--- config.mk ---
export PLATFORM = sky130hd
export DESIGN_NAME = uart_core_param_flat
export DESIGN_NICKNAME = d
export VERILOG_FILES = /design/src/rtl/uart_core_param_if.sv /design/src/rtl/uart_core_param.sv /design/src/flat_wrapper.sv
export SDC_FILE = /design/constraint.sdc
export NUM_CORES = 1
export LEC_CHECK = 0
export ABC_AREA = 0
export BUFFER_PORTS_ARGS = -buffer_cell sky130_fd_sc_hd__buf_4
export CAP_MARGIN = 20
export CORE_MARGIN = 8
export CORE_UTILIZATION = 30
export DETAILED_ROUTE_END_ITERATION = 7
export GPL_TIMING_DRIVEN = 0
export HOLD_SLACK_MARGIN = 0.03
export PLACE_DENSITY = 0.49
export SKIP_LAST_GASP = 1
export SLEW_MARGIN = 0
export SYNTH_ARGS = -nofsm -noshare
export SYNTH_HDL_FRONTEND = slang
export SYNTH_SLANG_ARGS = --single-unit
export TNS_END_PERCENT = 50
--- constraint.sdc ---
create_clock -name clock -period 2.4 [get_ports clock]
set_input_delay 0.24 -clock clock [delete_from_list [all_inputs] [get_ports clock]]
set_output_delay 0.24 -clock clock [all_outputs]
set_load 0.005 [all_outputs]
--- src/rtl/uart_core_param_if.sv ---
`default_nettype none
// ============================================================================
//  Module      : uart_core_param_if
//  Description : Serial pins plus TX/RX byte handshake of uart_core_param.
//                master : host side (drives rx line, tx_data, tx_valid)
//                slave  : UART core side
//  Ports       : rx, tx                      serial lines, idle high
//                tx_data, tx_valid, tx_ready per-byte TX handshake
//                rx_data, rx_valid           received byte + 1-cycle strobe
//                rx_frame_err, rx_parity_err error flags qualified by rx_valid
//  Revision    : 1.0  initial release
// ============================================================================
interface uart_core_param_if #(
    parameter int DATA_BITS = 8
);
    logic                 rx;
    logic                 tx;
    logic [DATA_BITS-1:0] tx_data;
    logic                 tx_valid;
    logic                 tx_ready;
    logic [DATA_BITS-1:0] rx_data;
    logic                 rx_valid;
    logic                 rx_frame_err;
    logic                 rx_parity_err;

    modport master (
        output rx, tx_data, tx_valid,
        input  tx, tx_ready, rx_data, rx_valid, rx_frame_err, rx_parity_err
    );

    modport slave (
        input  rx, tx_data, tx_valid,
        output tx, tx_ready, rx_data, rx_valid, rx_frame_err, rx_parity_err
    );
endinterface
`default_nettype wire

--- src/rtl/uart_core_param.sv ---
`default_nettype none
// ============================================================================
//  Module      : uart_core_param
//  Description : Parametrised full-duplex UART, single clock, internal baud
//                divider, valid/ready TX handshake, framing-error detection,
//                start-glitch rejection. Optional parity bit enabled by the
//                UART_PARITY_EN macro (even/odd selected by PARITY_ODD).
//  Ports       : clock  in   system clock, posedge
//                reset  in   synchronous, active-high
//                bus    if   uart_core_param_if.slave
//                       (rx, tx, tx_data/tx_valid/tx_ready,
//                        rx_data/rx_valid/rx_frame_err/rx_parity_err)
//  Revision    : 1.0  initial release
// ============================================================================
module uart_core_param #(
    parameter int CLKS_PER_BIT = 16,
    parameter int DATA_BITS    = 8,
    parameter int STOP_BITS    = 1,
    parameter int PARITY_ODD   = 0
) (
    input  wire logic           clock,
    input  wire logic           reset,
    uart_core_param_if.slave    bus
);

    localparam int CNT_W = $clog2(CLKS_PER_BIT);
    localparam int IDX_W = $clog2(DATA_BITS);

    localparam logic [CNT_W-1:0] c_bit_last  = CNT_W'(CLKS_PER_BIT - 1);
    localparam logic [CNT_W-1:0] c_half_last = CNT_W'(CLKS_PER_BIT / 2 - 1);
    localparam logic [IDX_W-1:0] c_idx_last  = IDX_W'(DATA_BITS - 1);
    localparam logic             c_stop_last = 1'(STOP_BITS - 1);

`ifdef UART_PARITY_EN
    localparam logic c_par_odd = 1'(PARITY_ODD);

    typedef enum logic [2:0] {
        TX_IDLE = 3'd0, TX_START = 3'd1, TX_DATA = 3'd2, TX_PARITY = 3'd3, TX_STOP = 3'd4
    } tx_state_t;

    typedef enum logic [2:0] {
        RX_IDLE = 3'd0, RX_START = 3'd1, RX_DATA = 3'd2, RX_PARITY = 3'd3,
        RX_STOP = 3'd4, RX_WAIT_HIGH = 3'd5
    } rx_state_t;
`else
    typedef enum logic [2:0] {
        TX_IDLE = 3'd0, TX_START = 3'd1, TX_DATA = 3'd2, TX_STOP = 3'd4
    } tx_state_t;

    typedef enum logic [2:0] {
        RX_IDLE = 3'd0, RX_START = 3'd1, RX_DATA = 3'd2, RX_STOP = 3'd4, RX_WAIT_HIGH = 3'd5
    } rx_state_t;
`endif

    // ------------------------------------------------------------------ TX
    tx_state_t              tx_state_q, tx_state_d;
    logic [CNT_W-1:0]       tx_cnt_q,   tx_cnt_d;
    logic [IDX_W-1:0]       tx_idx_q,   tx_idx_d;
    logic                   tx_stop_q,  tx_stop_d;
    logic [DATA_BITS-1:0]   tx_shift_q, tx_shift_d;
    logic                   tx_q,       tx_d;
    logic                   tx_ready_q, tx_ready_d;
`ifdef UART_PARITY_EN
    logic                   tx_par_q,   tx_par_d;
`endif
    logic                   w_tx_bit_end;

    assign w_tx_bit_end = (tx_cnt_q == c_bit_last);

    always_comb begin
        tx_state_d = tx_state_q;
        tx_cnt_d   = tx_cnt_q;
        tx_idx_d   = tx_idx_q;
        tx_stop_d  = tx_stop_q;
        tx_shift_d = tx_shift_q;
        tx_d       = tx_q;
        tx_ready_d = tx_ready_q;
`ifdef UART_PARITY_EN
        tx_par_d   = tx_par_q;
`endif
        // Every non-idle state is one bit period long; tx is registered so
        // the next bit level is loaded on the last count of the current bit.
        if (tx_state_q != TX_IDLE) begin
            tx_cnt_d = w_tx_bit_end ? '0 : tx_cnt_q + 1'b1;
        end

        case (tx_state_q)
            TX_IDLE: begin
                if (bus.tx_valid && tx_ready_q) begin
                    tx_state_d = TX_START;
                    tx_cnt_d   = '0;
                    tx_shift_d = bus.tx_data;
                    tx_d       = 1'b0;
                    tx_ready_d = 1'b0;
`ifdef UART_PARITY_EN
                    tx_par_d   = (^bus.tx_data) ^ c_par_odd;
`endif
                end
            end
            TX_START: begin
                if (w_tx_bit_end) begin
                    tx_state_d = TX_DATA;
                    tx_idx_d   = '0;
                    tx_d       = tx_shift_q[0];
                end
            end
            TX_DATA: begin
                if (w_tx_bit_end) begin
                    if (tx_idx_q == c_idx_last) begin
`ifdef UART_PARITY_EN
                        tx_state_d = TX_PARITY;
                        tx_d       = tx_par_q;
`else
                        tx_state_d = TX_STOP;
                        tx_stop_d  = 1'b0;
                        tx_d       = 1'b1;
`endif
                    end else begin
                        tx_idx_d   = tx_idx_q + 1'b1;
                        tx_shift_d = tx_shift_q >> 1;
                        tx_d       = tx_shift_q[1];
                    end
                end
            end
`ifdef UART_PARITY_EN
            TX_PARITY: begin
                if (w_tx_bit_end) begin
                    tx_state_d = TX_STOP;
                    tx_stop_d  = 1'b0;
                    tx_d       = 1'b1;
                end
            end
`endif
            TX_STOP: begin
                if (w_tx_bit_end) begin
                    if (tx_stop_q == c_stop_last) begin
                        // Ready rises together with IDLE: one idle clock
                        // separates back-to-back frames.
                        tx_state_d = TX_IDLE;
                        tx_ready_d = 1'b1;
                    end else begin
                        tx_stop_d  = tx_stop_q + 1'b1;
                    end
                end
            end
            default: begin
                tx_state_d = TX_IDLE;
                tx_d       = 1'b1;
                tx_ready_d = 1'b1;
            end
        endcase
    end

    always_ff @(posedge clock) begin
        if (reset) begin
            tx_state_q <= TX_IDLE;
            tx_cnt_q   <= '0;
            tx_idx_q   <= '0;
            tx_stop_q  <= 1'b0;
            tx_shift_q <= '0;
            tx_q       <= 1'b1;
            tx_ready_q <= 1'b1;
`ifdef UART_PARITY_EN
            tx_par_q   <= 1'b0;
`endif
        end else begin
            tx_state_q <= tx_state_d;
            tx_cnt_q   <= tx_cnt_d;
            tx_idx_q   <= tx_idx_d;
            tx_stop_q  <= tx_stop_d;
            tx_shift_q <= tx_shift_d;
            tx_q       <= tx_d;
            tx_ready_q <= tx_ready_d;
`ifdef UART_PARITY_EN
            tx_par_q   <= tx_par_d;
`endif
        end
    end

    assign bus.tx       = tx_q;
    assign bus.tx_ready = tx_ready_q;

    // ------------------------------------------------------------------ RX
    // Two-flop synchroniser plus one history flop for falling-edge detect.
    logic                   rx_s1_q, rx_s2_q, rx_prev_q;
    rx_state_t              rx_state_q, rx_state_d;
    logic [CNT_W-1:0]       rx_cnt_q,   rx_cnt_d;
    logic [IDX_W-1:0]       rx_idx_q,   rx_idx_d;
    logic [DATA_BITS-1:0]   rx_shift_q, rx_shift_d;
    logic [DATA_BITS-1:0]   rx_data_q,  rx_data_d;
    logic                   rx_valid_q, rx_valid_d;
    logic                   rx_ferr_q,  rx_ferr_d;
`ifdef UART_PARITY_EN
    logic                   rx_pbit_q,  rx_pbit_d;
    logic                   rx_perr_q,  rx_perr_d;
`endif
    logic                   w_rx_fall;
    logic                   w_rx_bit_end;

    assign w_rx_fall    = rx_prev_q & ~rx_s2_q;
    assign w_rx_bit_end = (rx_cnt_q == c_bit_last);

    always_comb begin
        rx_state_d = rx_state_q;
        rx_cnt_d   = rx_cnt_q;
        rx_idx_d   = rx_idx_q;
        rx_shift_d = rx_shift_q;
        rx_data_d  = rx_data_q;
        rx_valid_d = 1'b0;
        rx_ferr_d  = 1'b0;
`ifdef UART_PARITY_EN
        rx_pbit_d  = rx_pbit_q;
        rx_perr_d  = 1'b0;
`endif
        case (rx_state_q)
            RX_IDLE: begin
                if (w_rx_fall) begin
                    rx_state_d = RX_START;
                    rx_cnt_d   = '0;
                end
            end
            RX_START: begin
                // Half a bit to reach the centre; a line back high there is
                // treated as noise rather than a start bit.
                if (rx_cnt_q == c_half_last) begin
                    rx_cnt_d   = '0;
                    rx_idx_d   = '0;
                    rx_state_d = rx_s2_q ? RX_IDLE : RX_DATA;
                end else begin
                    rx_cnt_d   = rx_cnt_q + 1'b1;
                end
            end
            RX_DATA: begin
                if (w_rx_bit_end) begin
                    rx_cnt_d   = '0;
                    rx_shift_d = {rx_s2_q, rx_shift_q[DATA_BITS-1:1]};
                    if (rx_idx_q == c_idx_last) begin
`ifdef UART_PARITY_EN
                        rx_state_d = RX_PARITY;
`else
                        rx_state_d = RX_STOP;
`endif
                    end else begin
                        rx_idx_d   = rx_idx_q + 1'b1;
                    end
                end else begin
                    rx_cnt_d   = rx_cnt_q + 1'b1;
                end
            end
`ifdef UART_PARITY_EN
            RX_PARITY: begin
                if (w_rx_bit_end) begin
                    rx_cnt_d   = '0;
                    rx_pbit_d  = rx_s2_q;
                    rx_state_d = RX_STOP;
                end else begin
                    rx_cnt_d   = rx_cnt_q + 1'b1;
                end
            end
`endif
            RX_STOP: begin
                if (w_rx_bit_end) begin
                    rx_cnt_d   = '0;
                    rx_valid_d = 1'b1;
                    rx_data_d  = rx_shift_q;
                    rx_ferr_d  = ~rx_s2_q;
`ifdef UART_PARITY_EN
                    rx_perr_d  = ((^rx_shift_q) ^ rx_pbit_q) != c_par_odd;
`endif
                    // A low stop bit means a break: wait for the line to
                    // return high before looking for another start edge.
                    rx_state_d = rx_s2_q ? RX_IDLE : RX_WAIT_HIGH;
                end else begin
                    rx_cnt_d   = rx_cnt_q + 1'b1;
                end
            end
            RX_WAIT_HIGH: begin
                if (rx_s2_q) begin
                    rx_state_d = RX_IDLE;
                end
            end
            default: begin
                rx_state_d = RX_IDLE;
                rx_cnt_d   = '0;
            end
        endcase
    end

    always_ff @(posedge clock) begin
        if (reset) begin
            rx_s1_q    <= 1'b1;
            rx_s2_q    <= 1'b1;
            rx_prev_q  <= 1'b1;
            rx_state_q <= RX_IDLE;
            rx_cnt_q   <= '0;
            rx_idx_q   <= '0;
            rx_shift_q <= '0;
            rx_data_q  <= '0;
            rx_valid_q <= 1'b0;
            rx_ferr_q  <= 1'b0;
`ifdef UART_PARITY_EN
            rx_pbit_q  <= 1'b0;
            rx_perr_q  <= 1'b0;
`endif
        end else begin
            rx_s1_q    <= bus.rx;
            rx_s2_q    <= rx_s1_q;
            rx_prev_q  <= rx_s2_q;
            rx_state_q <= rx_state_d;
            rx_cnt_q   <= rx_cnt_d;
            rx_idx_q   <= rx_idx_d;
            rx_shift_q <= rx_shift_d;
            rx_data_q  <= rx_data_d;
            rx_valid_q <= rx_valid_d;
            rx_ferr_q  <= rx_ferr_d;
`ifdef UART_PARITY_EN
            rx_pbit_q  <= rx_pbit_d;
            rx_perr_q  <= rx_perr_d;
`endif
        end
    end

    assign bus.rx_data      = rx_data_q;
    assign bus.rx_valid     = rx_valid_q;
    assign bus.rx_frame_err = rx_ferr_q;
`ifdef UART_PARITY_EN
    assign bus.rx_parity_err = rx_perr_q;
`else
    assign bus.rx_parity_err = 1'b0;
`endif

endmodule
`default_nettype wire

--- src/flat_wrapper.sv ---
// flat-port wrapper written by rule: the top's interface ports become plain ports
module uart_core_param_flat 
#(
    parameter int CLKS_PER_BIT = 16,
    parameter int DATA_BITS    = 8,
    parameter int STOP_BITS    = 1,
    parameter int PARITY_ODD   = 0
)
  (clock, reset, bus_rx, bus_tx_data, bus_tx_valid, bus_tx, bus_tx_ready, bus_rx_data, bus_rx_valid, bus_rx_frame_err, bus_rx_parity_err);
  uart_core_param_if #(.DATA_BITS(DATA_BITS)) bus_i ();
  input  wire logic clock;
  input  wire logic reset;
  input wire logic [$bits(bus_i.rx)-1:0] bus_rx;
  input wire logic [$bits(bus_i.tx_data)-1:0] bus_tx_data;
  input wire logic [$bits(bus_i.tx_valid)-1:0] bus_tx_valid;
  output wire logic [$bits(bus_i.tx)-1:0] bus_tx;
  output wire logic [$bits(bus_i.tx_ready)-1:0] bus_tx_ready;
  output wire logic [$bits(bus_i.rx_data)-1:0] bus_rx_data;
  output wire logic [$bits(bus_i.rx_valid)-1:0] bus_rx_valid;
  output wire logic [$bits(bus_i.rx_frame_err)-1:0] bus_rx_frame_err;
  output wire logic [$bits(bus_i.rx_parity_err)-1:0] bus_rx_parity_err;
  assign bus_i.rx = bus_rx;
  assign bus_i.tx_data = bus_tx_data;
  assign bus_i.tx_valid = bus_tx_valid;
  assign bus_tx = bus_i.tx;
  assign bus_tx_ready = bus_i.tx_ready;
  assign bus_rx_data = bus_i.rx_data;
  assign bus_rx_valid = bus_i.rx_valid;
  assign bus_rx_frame_err = bus_i.rx_frame_err;
  assign bus_rx_parity_err = bus_i.rx_parity_err;
  uart_core_param #(.CLKS_PER_BIT(CLKS_PER_BIT), .DATA_BITS(DATA_BITS), .STOP_BITS(STOP_BITS), .PARITY_ODD(PARITY_ODD)) u_core (.clock(clock), .reset(reset), .bus(bus_i));
endmodule
; ---- Word level (Yosys, flattened, before mapping)
; Cells that the tools add are included.
[totals]
word_cells = 128
regBits = 52
in_bits = 12
[op_classes]
reduce_logical = 23
muxes = 50
eq_ne = 26
addsub = 5
bitwise = 7
[op_table]
columns = operator, n
row1 = $mux 3, 19
row2 = $mux 4, 7
row3 = $mux 8, 3
row4 = $reduce_and 4->1, 6
row5 = $ne 2x1->1 const B, 11
row6 = $pmux 4 s4, 1
row7 = $pmux 8 s2, 1
row8 = $eq 3x3->1 const B, 5
row9 = $pmux 3 s5, 1
row10 = $pmux 3 s2, 2
row11 = $pmux 3 s4, 1
row12 = $reduce_and 6->1, 2
row13 = $mux 1, 11
row14 = $add 4x1->4 const B, 2
row15 = $eq 4x4->1 const B, 2
row16 = $reduce_bool 2->1, 4
row17 = $add 3x1->3 const B, 2
row18 = $eq 3x1->1 const B, 2
row19 = $eq 3x2->1 const B, 2
row20 = $logic_not 3->1, 2
row21 = $ne 2x2->1 const B, 3
row22 = $not 1->1, 6
row23 = $reduce_and 2->1, 3
row24 = $reduce_or 2->1, 3
row25 = other kinds (10), 10

; ---- Longest topological paths before layout
[logic_depth]
depth_word = 5
ltp_mapped = 7
ltp_nobuf = 6

; ---- Worst setup path before layout
; OpenSTA, ideal clock, no wires.
[synth_path]
path_type = reg-to-reg
from = register u_core.tx_idx_q[0]
to = register u_core.tx_idx_q[0]
period_less_slack_ns = 1.788
stages_incl_launch_ff = 7
path_slack_ns = 0.612
arrival_time_ns = 1.660
required_time_ns = 2.272
path_cell_list = dfxtp_1 -> ha_1 -> ha_1 -> or3b_1 -> a211oi_2 -> mux2i_1 -> nor2_1
[synth_between]
elab_chain_len = 4
word_cells_on_any_way = 7
classes_between = 1 x add/sub / 2 x eq/ne / 3 x mux / 1 x reduce/logical
[synth_rtl]
columns = item, line_no
row1 = start: declaration, uart_core_param.sv:58  ; logic [IDX_W-1:0] tx_idx_q, tx_idx_d;
row2 = start signal: assignment, uart_core_param.sv:169  ; tx_idx_q <= tx_idx_d;
row3 = $add 3x1->3, uart_core_param.sv:119  ; tx_idx_d = tx_idx_q + 1'b1;
row4 = $mux 3, uart_core_param.sv:109  ; if (tx_idx_q == c_idx_last) begin
row5 = $mux 3, uart_core_param.sv:108  ; if (w_tx_bit_end) begin
row6 = $pmux 3 s2, uart_core_param.sv:87  ; case (tx_state_q)
; Parallel ways exist; a longest one is shown, timed or not. The select of a mux whose other input is x is not followed.
; A chain may end at the register's enable or synchronous reset.

; ---- Worst setup path in the final report
; Same ends and word-level chain as after synthesis.

==> results summary <==
Counting I/O delays and the setup requirement, the final critical path takes 1970 ps. On the worst path, the slowest cell contributes a delay of 400 ps. After synthesis the cells add up to between 2000 and 2500 sq um. The total global routing track utilization came out at 9.69%. The total buffers and inverters traversed by the critical path came out at 0.

The number of DRC violations after detailed-routing iteration 0 came out at 52. The run finished with clean final reports. The static leakage is between 1 and 1.5 nW.

The most numerous cell type found on the critical path is sky130_fd_sc_hd__ha_1. The residual DRC count is 0. For the pin with the worst max-slew slack, the measured transition is about 680 ps. The number of antenna violations at the first check in global routing came out at 0. By area the synthesized netlist is led by sky130_fd_sc_hd__dfxtp_1 (42%), sky130_fd_sc_hd__mux2i_1 (12%), sky130_fd_sc_hd__nor2_1 (4.9%), sky130_fd_sc_hd__a21oi_1 (3.5%), sky130_fd_sc_hd__ha_1 (3.1%). The via count of the first global-routing pass came out at roughly 1.9k.

The startpoint of the most critical hold path is bus_rx. The power per cell area is 648 nW/um^2. In the post-synthesis netlist, the cell with the most instances is sky130_fd_sc_hd__dfxtp_1. The tree built by TritonCTS fans out to 51 sinks. The synthesized netlist contains 59 unique library cells. Adding up every negative setup slack in the final design gives 0 ps. The share of synthesized registers carrying an async set or reset came out at 0%. The worst setup path is launched from a flop. The number of nets in the layout is 307.

The global-route track usage on met1 came out at 12.1%. The gate count of the mapped netlist is 260. The largest total area in the synthesized netlist belongs to sky130_fd_sc_hd__dfxtp_1. The number of synthesized register bits is between 50 and 60. With fillers left out, the area of the finished cells amounts to 2860 sq um. The I/O pin count came out at 25. After global routing, the most crowded layer is met2. When the netlist entered floorplanning its net count stood at about 280. The total wire length is roughly 5300 um. The placeable core area is between 8000 and 9000 sq um. The total number of yosys warnings is 0.

Summing the sequential cell areas from Yosys gives roughly two fifths of the chip area. The area share of the largest cell type after synthesis came out at roughly two fifths. The clock-pin slew of the registers on the worst-case setup and hold paths came out at around 100 ps. The slowest stage of the critical path is the sky130_fd_sc_hd__a211oi_2 cell. The wire length per cell after detailed routing came out at roughly 13 um. The global-route met2 utilization came out at around 16%.

The repair_antennas step left the layout with diodes totalling 0. Along the worst path, the maximum fanout reaches 5. Detailed placement ended at an HPWL of 3740 um. The max-capacitance violation count is 0. The total overflow reported by the global router came out at 0. A synthesized cell averages 9.44 sq um. The wire length of the first global-routing pass is 9070 um. Across all layers, the routed design uses ~1.9k vias.

The clock skew after layout is between 8 and 9 ps. The global placer's final weighted congestion is about 0.73. The post-detailed-route via-to-cell ratio is roughly 4.7. The first detailed-routing pass took 4 iterations. The layout filler cell count is about 900. The final period utilization is ~82%. Setup repair after global routing left no endpoint under its margin. The number of buffer cells added on primary ports came out at 22.

For this configuration, the core starts out at a cell density of roughly 30%. The cell count of the worst reg-to-reg path came out at 6. The number of enable-type register cells in the synthesized netlist came out at 0. Counting instances in the post-synthesis netlist gives the leading cell types as sky130_fd_sc_hd__dfxtp_1 (51), sky130_fd_sc_hd__nor2_1 (32), sky130_fd_sc_hd__mux2i_1 (30).

The setup path with the least slack is of type reg2reg. The H-tree was split into 2 levels. The floorplan step defined a die boundary enclosing around 11,000 sq um. The site row count is 33. The final-report hold violation count was 0.

In this run the critical register-to-register path is captured at u_core.tx_idx_q[0]$_SDFFE_PP0P_. STA classifies the critical path endpoint as a flop. The count of cells resized by post-cts repair is 0.

The highest clock rate is roughly 0.51 GHz. The global routing met3 resource utilization is under 10%. For hold timing, the worst endpoint is u_core.rx_s1_q$_SDFF_PP1_.

The kind of cell adding the most delay to the critical path is simple AND/OR/NAND/NOR gates. The register-to-register path setup slack is about 430 ps. The post-cts hold buffer count is 0. The critical path arrival is 2150 ps. The maximum number of pins on one net before global-route repair came out at 17. The most used flip-flop cell after synthesis is sky130_fd_sc_hd__dfxtp_1. Compared with the post-synthesis result, the final layout area differs by 16.7%. The max-slew violation total from the final report was 0.

Traced cell by cell, the critical path runs through ha_1 -> ha_1 -> or3b_1 -> a211oi_2 -> mux2i_1 -> nor2_1. TritonCTS built the clock tree. Setup violations remaining at the end of the flow were counted as 0. The width of the chip is ~110 um. The placed instances occupy a cell area of approximately 2800 sq um. The path class of the tightest hold or removal check is in2reg. In the final layout, the share of cells above drive strength 1 is between 20 and 25%.

The headroom to the max-slew limit came out at between 50% and 60%. For the worst setup path, the data required time is between 2000 and 3000 ps. Counting the buffers created by CTS gives 5. The worst hold path passes through 2 cells. In this run the remaining antenna-violating nets after routing total 0.

The buffer count from post-CTS setup fixing is 0. The beginning of the worst register-to-register path is u_core.tx_idx_q[0]$_SDFFE_PP0P_. The y dimension of the die is approximately 110 um. The tree is rooted in a sky130_fd_sc_hd__clkbuf_8. The clock insertion delay at the later pin of the skew report came out at about 300 ps. The worst-case clock buffer depth is 2. The worst-case vdd ir drop came out at around 0.31 mV.
registers in the layout, indices dropped and copies added, names as in the netlist:
signal,count
u_core.bus.rx_data,8
u_core.tx_state_q,3
u_core.rx_s2_q,1
u_core.bus.rx_frame_err,1
u_core.bus.tx_ready,1
u_core.tx_shift_q,8
u_core.tx_idx_q,3
u_core.rx_cnt_q,4
u_core.bus.tx,1
u_core.rx_shift_q,8
u_core.rx_s1_q,1
u_core.bus.rx_valid,1
u_core.rx_prev_q,1
u_core.rx_idx_q,3
u_core.tx_cnt_q,4
u_core.rx_state_q,3
metrics by stage:
stage / cells / power (W) / utilization [%] / worst slack [ps] / hold slack [ps]
after floorplan: 260 / 0.00119 / - / 612 / 344
after global placement: 387 / 0.00127 / 34.0 / 452 / 403
after detailed placement: 387 / 0.00127 / 34.0 / 444 / 404
after CTS: 395 / 0.00190 / 35.4 / 392 / 99.7
after global routing: 395 / 0.00196 / 35.4 / 320 / 116
final: 395 / 0.00186 / 35.4 / 429 / 121
cells in the final DEF (no fill, tap or decap), types with 8 or more instances in the layout:
cell	count
sky130_fd_sc_hd__a211oi_1	8
sky130_fd_sc_hd__a21oi_1	17
sky130_fd_sc_hd__buf_4	26
sky130_fd_sc_hd__dfxtp_1	51
sky130_fd_sc_hd__mux2i_1	30
sky130_fd_sc_hd__nand2_1	9
sky130_fd_sc_hd__nand3_1	10
sky130_fd_sc_hd__nor2_1	32
sky130_fd_sc_hd__nor3_1	8
cell families (layout without fill, tap and decap cells):
logic type / count (synthesis) / count (layout) / share of synthesized area [%]
and+or+nand+nor: 96 / 96 / 20.9
AOI/OAI and AO/OA: 52 / 52 / 16.5
DFF: 51 / 51 / 41.6
muxes: 31 / 31 / 12.7
buffers and inverters: 21 / 51 / 4.43
adders and majority gates: 6 / 6 / 3.06
xor gates and xnor gates: 2 / 2 / 0.714
other: 1 / 1 / 0.153
final cells by class:
type                       instances  area [sq um]  share of cell area, %
clock inverter                     3          43.8                   1.53
timing repair buffer              22           165                   5.77
clock buffer                       5          68.8                   2.40
multi-input combinational        188          1330                   46.3
sequential                        51          1020                   35.6
tap                              105           131                   4.59
buffer                            17          93.8                   3.28
inverter                           4          15.0                  0.524
how the worst max path moves through the flow:
stage | startpoint | endpoint | slack, ps | cells after the start
2_1_floorplan | u_core.tx_idx_q[0]$_SDFFE_PP0P_ | u_core.tx_idx_q[0]$_SDFFE_PP0P_ | 610 | 6
4_1_cts | u_core.tx_idx_q[0]$_SDFFE_PP0P_ | u_core.tx_idx_q[0]$_SDFFE_PP0P_ | 390 | 6
3_5_place_dp | u_core.tx_idx_q[0]$_SDFFE_PP0P_ | u_core.tx_idx_q[2]$_SDFFE_PP0P_ | 440 | 6
6_report | u_core.tx_idx_q[0]$_SDFFE_PP0P_ | u_core.tx_idx_q[0]$_SDFFE_PP0P_ | 430 | 6
5_1_grt | u_core.tx_idx_q[0]$_SDFFE_PP0P_ | u_core.tx_shift_q[0]$_SDFFE_PP0P_ | 320 | 7
3_3_place_gp | u_core.tx_idx_q[0]$_SDFFE_PP0P_ | u_core.tx_idx_q[1]$_SDFFE_PP0P_ | 450 | 6
power breakdown:
group / internal (W) / switching [W]
clock network: 0.000311 / 0.000296
logic: 0.000147 / 0.000179
registers: 0.000886 / 0.0000352
total: 0.00134 / 0.000511
layer usage:
layer / routed length [um] / up-vias
li1: - / 981
met1: 2600 / 866
met2: 2490 / 22
met3: 104 / 7
met4: 95 / 0
met5: 0 / -
worst register-to-register path: cells and delay by family, from the launching register on:
family | cells | cell delay (ps)
simple gates | 2 | 440
mux | 1 | 230
compound gates | 1 | 400
fa+ha+maj | 2 | 430
flops | 1 | 340
Power figures use the tool's default switching activity.
